--- src/rtl/rtc_pkg.sv ---
// ---------------------------------------------------------------------------
// rtc_pkg
//
// Shared definitions for the RTC time-base counter:
//   - default widths for the counter and the prescaler reload value
//   - the load-handshake FSM state encoding
// ---------------------------------------------------------------------------
package rtc_pkg;

    // Counter width; the interrupt comparator must use the same width.
    localparam int CNT_W_DEF = 32;

    // Prescaler reload width.
    localparam int PRE_W_DEF = 16;

    // Load handshake FSM. LD_IDLE waits for a request, LD_ACK holds the
    // acknowledge until the requester drops its request.
    typedef enum logic {
        LD_IDLE = 1'b0,
        LD_ACK  = 1'b1
    } ld_state_e;

endpackage : rtc_pkg

--- src/rtl/rtc_prescaler.sv ---
// ---------------------------------------------------------------------------
// rtc_prescaler
//
// Divides the RTC clock down to a count tick. pre_cnt runs from 0 up to the
// programmed divisor-minus-one and then restarts, producing one tick per
// (ctrl_prescale + 1) enabled cycles.
//
// Ports:
//   clk        in   RTC clock
//   rst_n      in   asynchronous active-low reset
//   en         in   registered count enable; 0 holds pre_cnt at 0
//   clr        in   counter load this cycle; restarts pre_cnt, suppresses tick
//   prescale   in   tick divisor minus 1 (0 = tick every cycle)
//   tick_due   out  combinational: the counter advances on this clock edge
//   rtc_tick   out  registered one-cycle pulse aligned with the new count
//   pre_cnt    out  current prescaler phase (observability)
// ---------------------------------------------------------------------------
module rtc_prescaler
    import rtc_pkg::*;
#(
    parameter int PRE_W = PRE_W_DEF
) (
    input  logic             clk,
    input  logic             rst_n,
    input  logic             en,
    input  logic             clr,
    input  logic [PRE_W-1:0] prescale,
    output logic             tick_due,
    output logic             rtc_tick,
    output logic [PRE_W-1:0] pre_cnt
);

    logic [PRE_W-1:0] pre_cnt_q;
    logic [PRE_W-1:0] pre_cnt_d;
    logic             rtc_tick_q;
    logic             rtc_tick_d;
    logic             at_limit;

    // Greater-or-equal rather than equality: if software lowers the divisor
    // below the current phase, the tick fires on the next cycle instead of
    // waiting for pre_cnt to wrap the whole PRE_W range.
    assign at_limit = (pre_cnt_q >= prescale);

    always_comb begin
        pre_cnt_d  = pre_cnt_q;
        rtc_tick_d = 1'b0;
        tick_due   = 1'b0;

        if (!en || clr) begin
            // Disabled or being loaded: restart the phase, no tick. A load
            // therefore gives a full (prescale + 1) period before the next
            // increment.
            pre_cnt_d = '0;
        end else if (at_limit) begin
            pre_cnt_d  = '0;
            tick_due   = 1'b1;
            rtc_tick_d = 1'b1;
        end else begin
            pre_cnt_d = pre_cnt_q + PRE_W'(1);
        end
    end

    always_ff @(posedge clk or negedge rst_n) begin
        if (!rst_n) begin
            pre_cnt_q  <= '0;
            rtc_tick_q <= 1'b0;
        end else begin
            pre_cnt_q  <= pre_cnt_d;
            rtc_tick_q <= rtc_tick_d;
        end
    end

    assign rtc_tick = rtc_tick_q;
    assign pre_cnt  = pre_cnt_q;

endmodule : rtc_prescaler

--- src/rtl/rtc_counter.sv ---
// ---------------------------------------------------------------------------
// rtc_counter
//
// Free-running RTC time-base counter. Counts prescaled ticks while enabled,
// accepts a new value through a four-phase load handshake, and flags the
// all-ones -> 0 wrap. All outputs are registered.
//
// Handshake (four-phase req/ack):
//   1. requester raises ctrl_load_req with ctrl_load_val stable
//   2. the edge that samples req high loads the counter and raises load_ack
//   3. requester drops ctrl_load_req
//   4. the edge that samples req low drops load_ack
//   A request still high while load_ack is high never reloads. Reset drops
//   load_ack at once; the requester must then restart from req = 0.
//
// Ports:
//   i_rtc_ext_clk  in   RTC clock (only clock)
//   rtc_por_rst_n  in   asynchronous active-low power-on reset
//   ctrl_cnt_en    in   count enable level
//   ctrl_prescale  in   tick divisor minus 1
//   ctrl_load_req  in   load request
//   ctrl_load_val  in   value to load, stable while ctrl_load_req is high
//   load_ack       out  load acknowledge
//   cnt_en         out  registered enable (to comparator)
//   count_val      out  current count
//   rtc_tick       out  one-cycle pulse per increment
//   cnt_wrap       out  one-cycle pulse on all-ones -> 0
//   dbg_ld_state   out  load FSM state (0 = LD_IDLE, 1 = LD_ACK)
// ---------------------------------------------------------------------------
module rtc_counter
    import rtc_pkg::*;
#(
    parameter int CNT_W = CNT_W_DEF,
    parameter int PRE_W = PRE_W_DEF
) (
    input  logic             i_rtc_ext_clk,
    input  logic             rtc_por_rst_n,
    input  logic             ctrl_cnt_en,
    input  logic [PRE_W-1:0] ctrl_prescale,
    input  logic             ctrl_load_req,
    input  logic [CNT_W-1:0] ctrl_load_val,
    output logic             load_ack,
    output logic             cnt_en,
    output logic [CNT_W-1:0] count_val,
    output logic             rtc_tick,
    output logic             cnt_wrap,
    output logic             dbg_ld_state
);

    // Registers
    ld_state_e        ld_state_q;
    ld_state_e        ld_state_d;
    logic             load_ack_q;
    logic             load_ack_d;
    logic             cnt_en_q;
    logic             cnt_en_d;
    logic [CNT_W-1:0] count_q;
    logic [CNT_W-1:0] count_d;
    logic             cnt_wrap_q;
    logic             cnt_wrap_d;

    // Internal
    logic             load_fire;
    logic             tick_due;
    logic [PRE_W-1:0] pre_cnt;

    // -----------------------------------------------------------------------
    // Prescaler: gated by the registered enable, restarted by a load.
    // -----------------------------------------------------------------------
    rtc_prescaler #(
        .PRE_W (PRE_W)
    ) u_prescaler (
        .clk      (i_rtc_ext_clk),
        .rst_n    (rtc_por_rst_n),
        .en       (cnt_en_q),
        .clr      (load_fire),
        .prescale (ctrl_prescale),
        .tick_due (tick_due),
        .rtc_tick (rtc_tick),
        .pre_cnt  (pre_cnt)
    );

    // -----------------------------------------------------------------------
    // Load FSM: next state and handshake outputs.
    // -----------------------------------------------------------------------
    always_comb begin
        ld_state_d = ld_state_q;
        load_ack_d = load_ack_q;
        load_fire  = 1'b0;

        case (ld_state_q)
            LD_IDLE: begin
                if (ctrl_load_req) begin
                    load_fire  = 1'b1;
                    load_ack_d = 1'b1;
                    ld_state_d = LD_ACK;
                end
            end
            LD_ACK: begin
                if (!ctrl_load_req) begin
                    load_ack_d = 1'b0;
                    ld_state_d = LD_IDLE;
                end
            end
            default: begin
                load_ack_d = 1'b0;
                ld_state_d = LD_IDLE;
            end
        endcase
    end

    // -----------------------------------------------------------------------
    // Enable register, counter and wrap detect.
    // -----------------------------------------------------------------------
    always_comb begin
        cnt_en_d   = ctrl_cnt_en;
        count_d    = count_q;
        cnt_wrap_d = 1'b0;

        // A load takes priority over a due tick; the prescaler already
        // suppresses tick_due when load_fire is high, so the two branches
        // are exclusive. Loading all-ones therefore never flags a wrap until
        // a later tick actually rolls the count over.
        if (load_fire) begin
            count_d = ctrl_load_val;
        end else if (tick_due) begin
            count_d    = count_q + CNT_W'(1);
            cnt_wrap_d = (count_q == {CNT_W{1'b1}});
        end
    end

    always_ff @(posedge i_rtc_ext_clk or negedge rtc_por_rst_n) begin
        if (!rtc_por_rst_n) begin
            ld_state_q <= LD_IDLE;
            load_ack_q <= 1'b0;
            cnt_en_q   <= 1'b0;
            count_q    <= '0;
            cnt_wrap_q <= 1'b0;
        end else begin
            ld_state_q <= ld_state_d;
            load_ack_q <= load_ack_d;
            cnt_en_q   <= cnt_en_d;
            count_q    <= count_d;
            cnt_wrap_q <= cnt_wrap_d;
        end
    end

    // -----------------------------------------------------------------------
    // Outputs
    // -----------------------------------------------------------------------
    assign load_ack     = load_ack_q;
    assign cnt_en       = cnt_en_q;
    assign count_val    = count_q;
    assign cnt_wrap     = cnt_wrap_q;
    assign dbg_ld_state = ld_state_q;

endmodule : rtc_counter

--- config.mk ---
export PLATFORM = sky130hd
export DESIGN_NAME = rtc_counter
export DESIGN_NICKNAME = d
export VERILOG_FILES = /design/src/rtl/rtc_pkg.sv /design/src/rtl/rtc_prescaler.sv /design/src/rtl/rtc_counter.sv
export SDC_FILE = /design/constraint.sdc
export NUM_CORES = 1
export LEC_CHECK = 0
export ABC_AREA = 1
export CAP_MARGIN = 20
export CORE_UTILIZATION = 52
export DETAILED_ROUTE_END_ITERATION = 16
export PLACE_DENSITY = 0.84
export SYNTH_ARGS = -nofsm -noshare
export SYNTH_HDL_FRONTEND = slang
export SYNTH_SLANG_ARGS = --single-unit
--- constraint.sdc ---
create_clock -name i_rtc_ext_clk -period 4.72 [get_ports i_rtc_ext_clk]
set_clock_uncertainty 0.1 [all_clocks]
set_input_delay 0.472 -clock i_rtc_ext_clk [delete_from_list [all_inputs] [get_ports i_rtc_ext_clk]]
set_output_delay 0.472 -clock i_rtc_ext_clk [all_outputs]
set_load 0.05 [all_outputs]
==> results.txt <==
- No sink is reached through more buffers than the 2 on the longest clock path.
- The most used flip-flop cell after synthesis is sky130_fd_sc_hd__dfrtp_1.
* R2r worst-path depth: 11
- PortBufs: 88
- Area growth from synthesis to layout: 26.3%
* Proportion of netlist area held by the largest area contributor: 33.4%
* Number of hold buffers added after cts: 0
- The clock network accounts for 19.8% of the total power.
* Worst setup timing slack at the placement stage: 1310 ps
- Post-route DRC violation count: 0
* Most frequent cell on the critical path: sky130_fd_sc_hd__nand2_1
- Overall die area: 0.00799 mm^2
* Part of the total power dissipated in sequential elements: 41.6%
- The internal power of the cells totals 0.852 mW.
- Dividing the final minimum period by the clock period gives 65.4%.
- Average wire per cell in the routed design: 12.8 um
* Maximum vdd drop: 191 uV
* Die span in y: 89.4 um
- Vias in the first global route: 3773
* Endpoint type of the worst setup path: flip-flop
- Leading area contributor after synthesis: sky130_fd_sc_hd__dfrtp_1
- 89 I/O pins were placed.
- After technology mapping, the gate count stands at 610.
- Number of vias after detailed routing: 4109
- Non-filler cells in the finished layout: 791
* Avg Vias per Cell: 5.19
- By area the synthesized netlist is led by sky130_fd_sc_hd__dfrtp_1, sky130_fd_sc_hd__nand2_1, sky130_fd_sc_hd__nor2_1.
- The first global-routing pass estimated 16600 um of wire.
* Post-layout utilization of the core: 68.4%
* Mapped Nets: 681
- Critical Path Start Type: input pin
- The clock drives 53 sinks.
* Smallest setup slack after layout: 1630 ps
- Final Max Tran Viols: 0
- Status: finished clean
- Launching element of the worst setup path: ctrl_prescale[13]
* Share of total power in combinational logic: 38.7%
* Total grt overflow: 0
* Highest-delay cell along the critical path: sky130_fd_sc_hd__nand2_2
- Yosys reg bits: 53
* Total wire length after detailed routing: 10100 um
- Worst reg2reg endpoint: count_val[15]
* Number of setup buffers added after CTS: 0
* Delay of the slowest cell on the worst path: 590 ps
- Row count: 31
* Measured slew at the worst slew-check pin: 676 ps
* Reported leakage power: 2.35 nW
* Most common cell in the netlist: sky130_fd_sc_hd__nand2_1
- The number of antenna violations at the first check in global routing came to 0.
- Counting instances in the post-synthesis netlist gives the leading cell types as sky130_fd_sc_hd__nand2_1, sky130_fd_sc_hd__nor2_1, sky130_fd_sc_hd__dfrtp_1.
* Number of library cell types mapped by synthesis: 30
- Setup repair after global routing left no endpoint under its margin.
- In the final timing run, aggregate negative setup slack is 0 ps.
- Max-cap viol count: 0
* Worst Path Required: 4820 ps
- For this run, asynchronously set or reset flops after synthesis account for 100%.
- The worst register-to-register path has a setup slack of 1820 ps.
- The critical path ends at count_val[15].
- CTS built an H-tree with a depth of 2.
* Placement Cell Area: 0.00491 mm^2
- Walking the worst path, the cells encountered are clkdlybuf4s50_1 > inv_1 > ha_1 > nand2_1 > inv_1 > nor2_1 > o21ai_0 > a21oi_1 > nand2_1 > nand2_2 > nand2_2 > nand2_1 > nand2_1.
* Nets: 762
- Floorplan core area: 0.00733 mm^2
* Post-route cell area: 0.00501 mm^2
- Number of diodes added for antenna fixing: 0
- In this run, placement finished with an instance count of 783.
* Class of the worst hold path: in -> async
* CP Max Fanout: 35
* Floorplan die width: 89.4 um
- TritonCTS built the clock tree.
- For this run, the total global-route usage over all layers was measured as 26.7%.
- In this run the critical register-to-register path is launched from u_prescaler.pre_cnt[7].
- Worst setup path category: in -> reg
- The Yosys step of the flow raised 0 warnings.
* Arrival time at the worst endpoint: 3180 ps
- Insertion delay to the later sink of the worst-skew pair: 310 ps
- Clock edge transition at the registers on the reported setup and hold paths: 100 ps
- The number of clock buffers added by TritonCTS is 5.
- The tree is rooted in a sky130_fd_sc_hd__clkbuf_8.
- Seq/Total Area, Yosys: 33.4%
* 1st-pass router iterations: 5
* Sw power: 0.596 mW
- Timing-limited maximum frequency: 0.324 GHz
- In this run, synthesis inferred 0 flip-flops with an integrated enable.
- Resize count post-CTS: 0
- Number of design-rule violations left by the first detailed-router iteration: 196
* Netlist Area Pre-Place: 0.00397 mm^2
- Routability Congestion: 0.884
- Setup-violating endpoint count in the final report: 0
- Number of antenna-violating nets in the routed design: 0
- Once the floorplan was initialized, standard cells occupied 54.2% of the core.
- Pwr dens: 289 mW/mm^2
* Final critical-path required period: 3090 ps
- Of the total power, the share spent switching nets is 41.2%.
- The average instance in the mapped netlist occupies 6.51 um^2.
- Number of endpoints with negative hold slack in the final report: 0
- In this run the tightest slew margin relative to its limit is 54.9%.
- Fraction of layout instances using a drive strength above 1: 5.49%
* Detailed Place HPWL: 7550 um
* Maximum number of pins on one net before global-route repair: 58
==> layout make-up <==
type	count	area [um^2]
Clock buffer	7	96.3
Clock inverter	1	5.00
Fill cell	638	2320
Inverter	51	191
Multi-Input combinational cell	489	2370
Sequential cell	53	1330
Tap cell	99	124
Timing Repair Buffer	91	898
==> per-stage QoR <==
step                total power [mW]  hold slack [ps]
finish                          1.45              180
CTS                             1.45              203
global route                    1.52              233
global placement                1.16              346
detailed placement              1.17              358
floorplan                      0.954             76.4
==> state kept, by name, indices dropped and copies added (netlist names) <==
name and flops:
count_val 32, u_prescaler.pre_cnt 16, cnt_en 1, cnt_wrap 1, dbg_ld_state 1, load_ack 1
u_prescaler.rtc_tick 1
==> worst max-delay path: cells and delay by family <==
| family | cells | cell delay (ps) |
|---|---|---|
| buf+inv | 3 | 520 |
| simple gates | 7 | 1590 |
| fa+ha+maj | 1 | 300 |
| compound gates | 2 | 250 |
==> worst min path at each step <==
stage | from | endpoint | slack [ps]
after detailed placement | u_prescaler.pre_cnt[0] | u_prescaler.pre_cnt[0] | 360
after floorplan | rtc_por_rst_n | cnt_en | 80
after global placement | u_prescaler.pre_cnt[0] | u_prescaler.pre_cnt[0] | 350
after global routing | rtc_por_rst_n | count_val[19] | 230
final | rtc_por_rst_n | count_val[21] | 180
after CTS | rtc_por_rst_n | count_val[18] | 200
==> layer usage <==
metal  wire length (um)  vias up  share of wire [%]  global-route usage (%)
li1                   -     2073                  -                       -
met1               4680     1875                 46                    36.6
met2               4710      147                 47                    45.3
met3                619       14                6.1                    3.05
met4                 93        0               0.92                    6.20
met5                  0        -                  0                       0
==> kinds of logic (layout without fill, tap and decap cells) <==
kind of cell / Yosys count / in the layout / share of synthesized area, %
simple gates: 419 / 419 / 45.2
compound gates: 30 / 30 / 3.94
xor+xnor: 21 / 21 / 4.63
flops: 53 / 53 / 33.4
buf+inv: 68 / 150 / 6.87
fa+ha+maj: 19 / 19 / 5.99
==> cells in the final DEF (no fill, tap or decap), drive strengths merged, types with 2 or more instances in the layout <==
cell and instances:
xnor2 5, nand3 53, nand2 257, clkdlybuf4s50 87
nand4 6, dfrtp 53, a21oi 9, nand3b 10
buf 4, clkbuf 7, inv 51, nor2 84
o21bai 2, xor2 16, ha 19, o21ai 18
nor3 6
==> power groups by stage <==
stage | Combinational (mW) | Clock [mW] | Sequential, mW
global route | 0.608 | 0.303 | 0.612
global placement | 0.550 | 0 | 0.606
CTS | 0.563 | 0.290 | 0.600
finish | 0.560 | 0.286 | 0.602
detailed placement | 0.561 | 0 | 0.608
floorplan | 0.180 | 0 | 0.774
No activity file was read; power rests on OpenSTA's default activity.
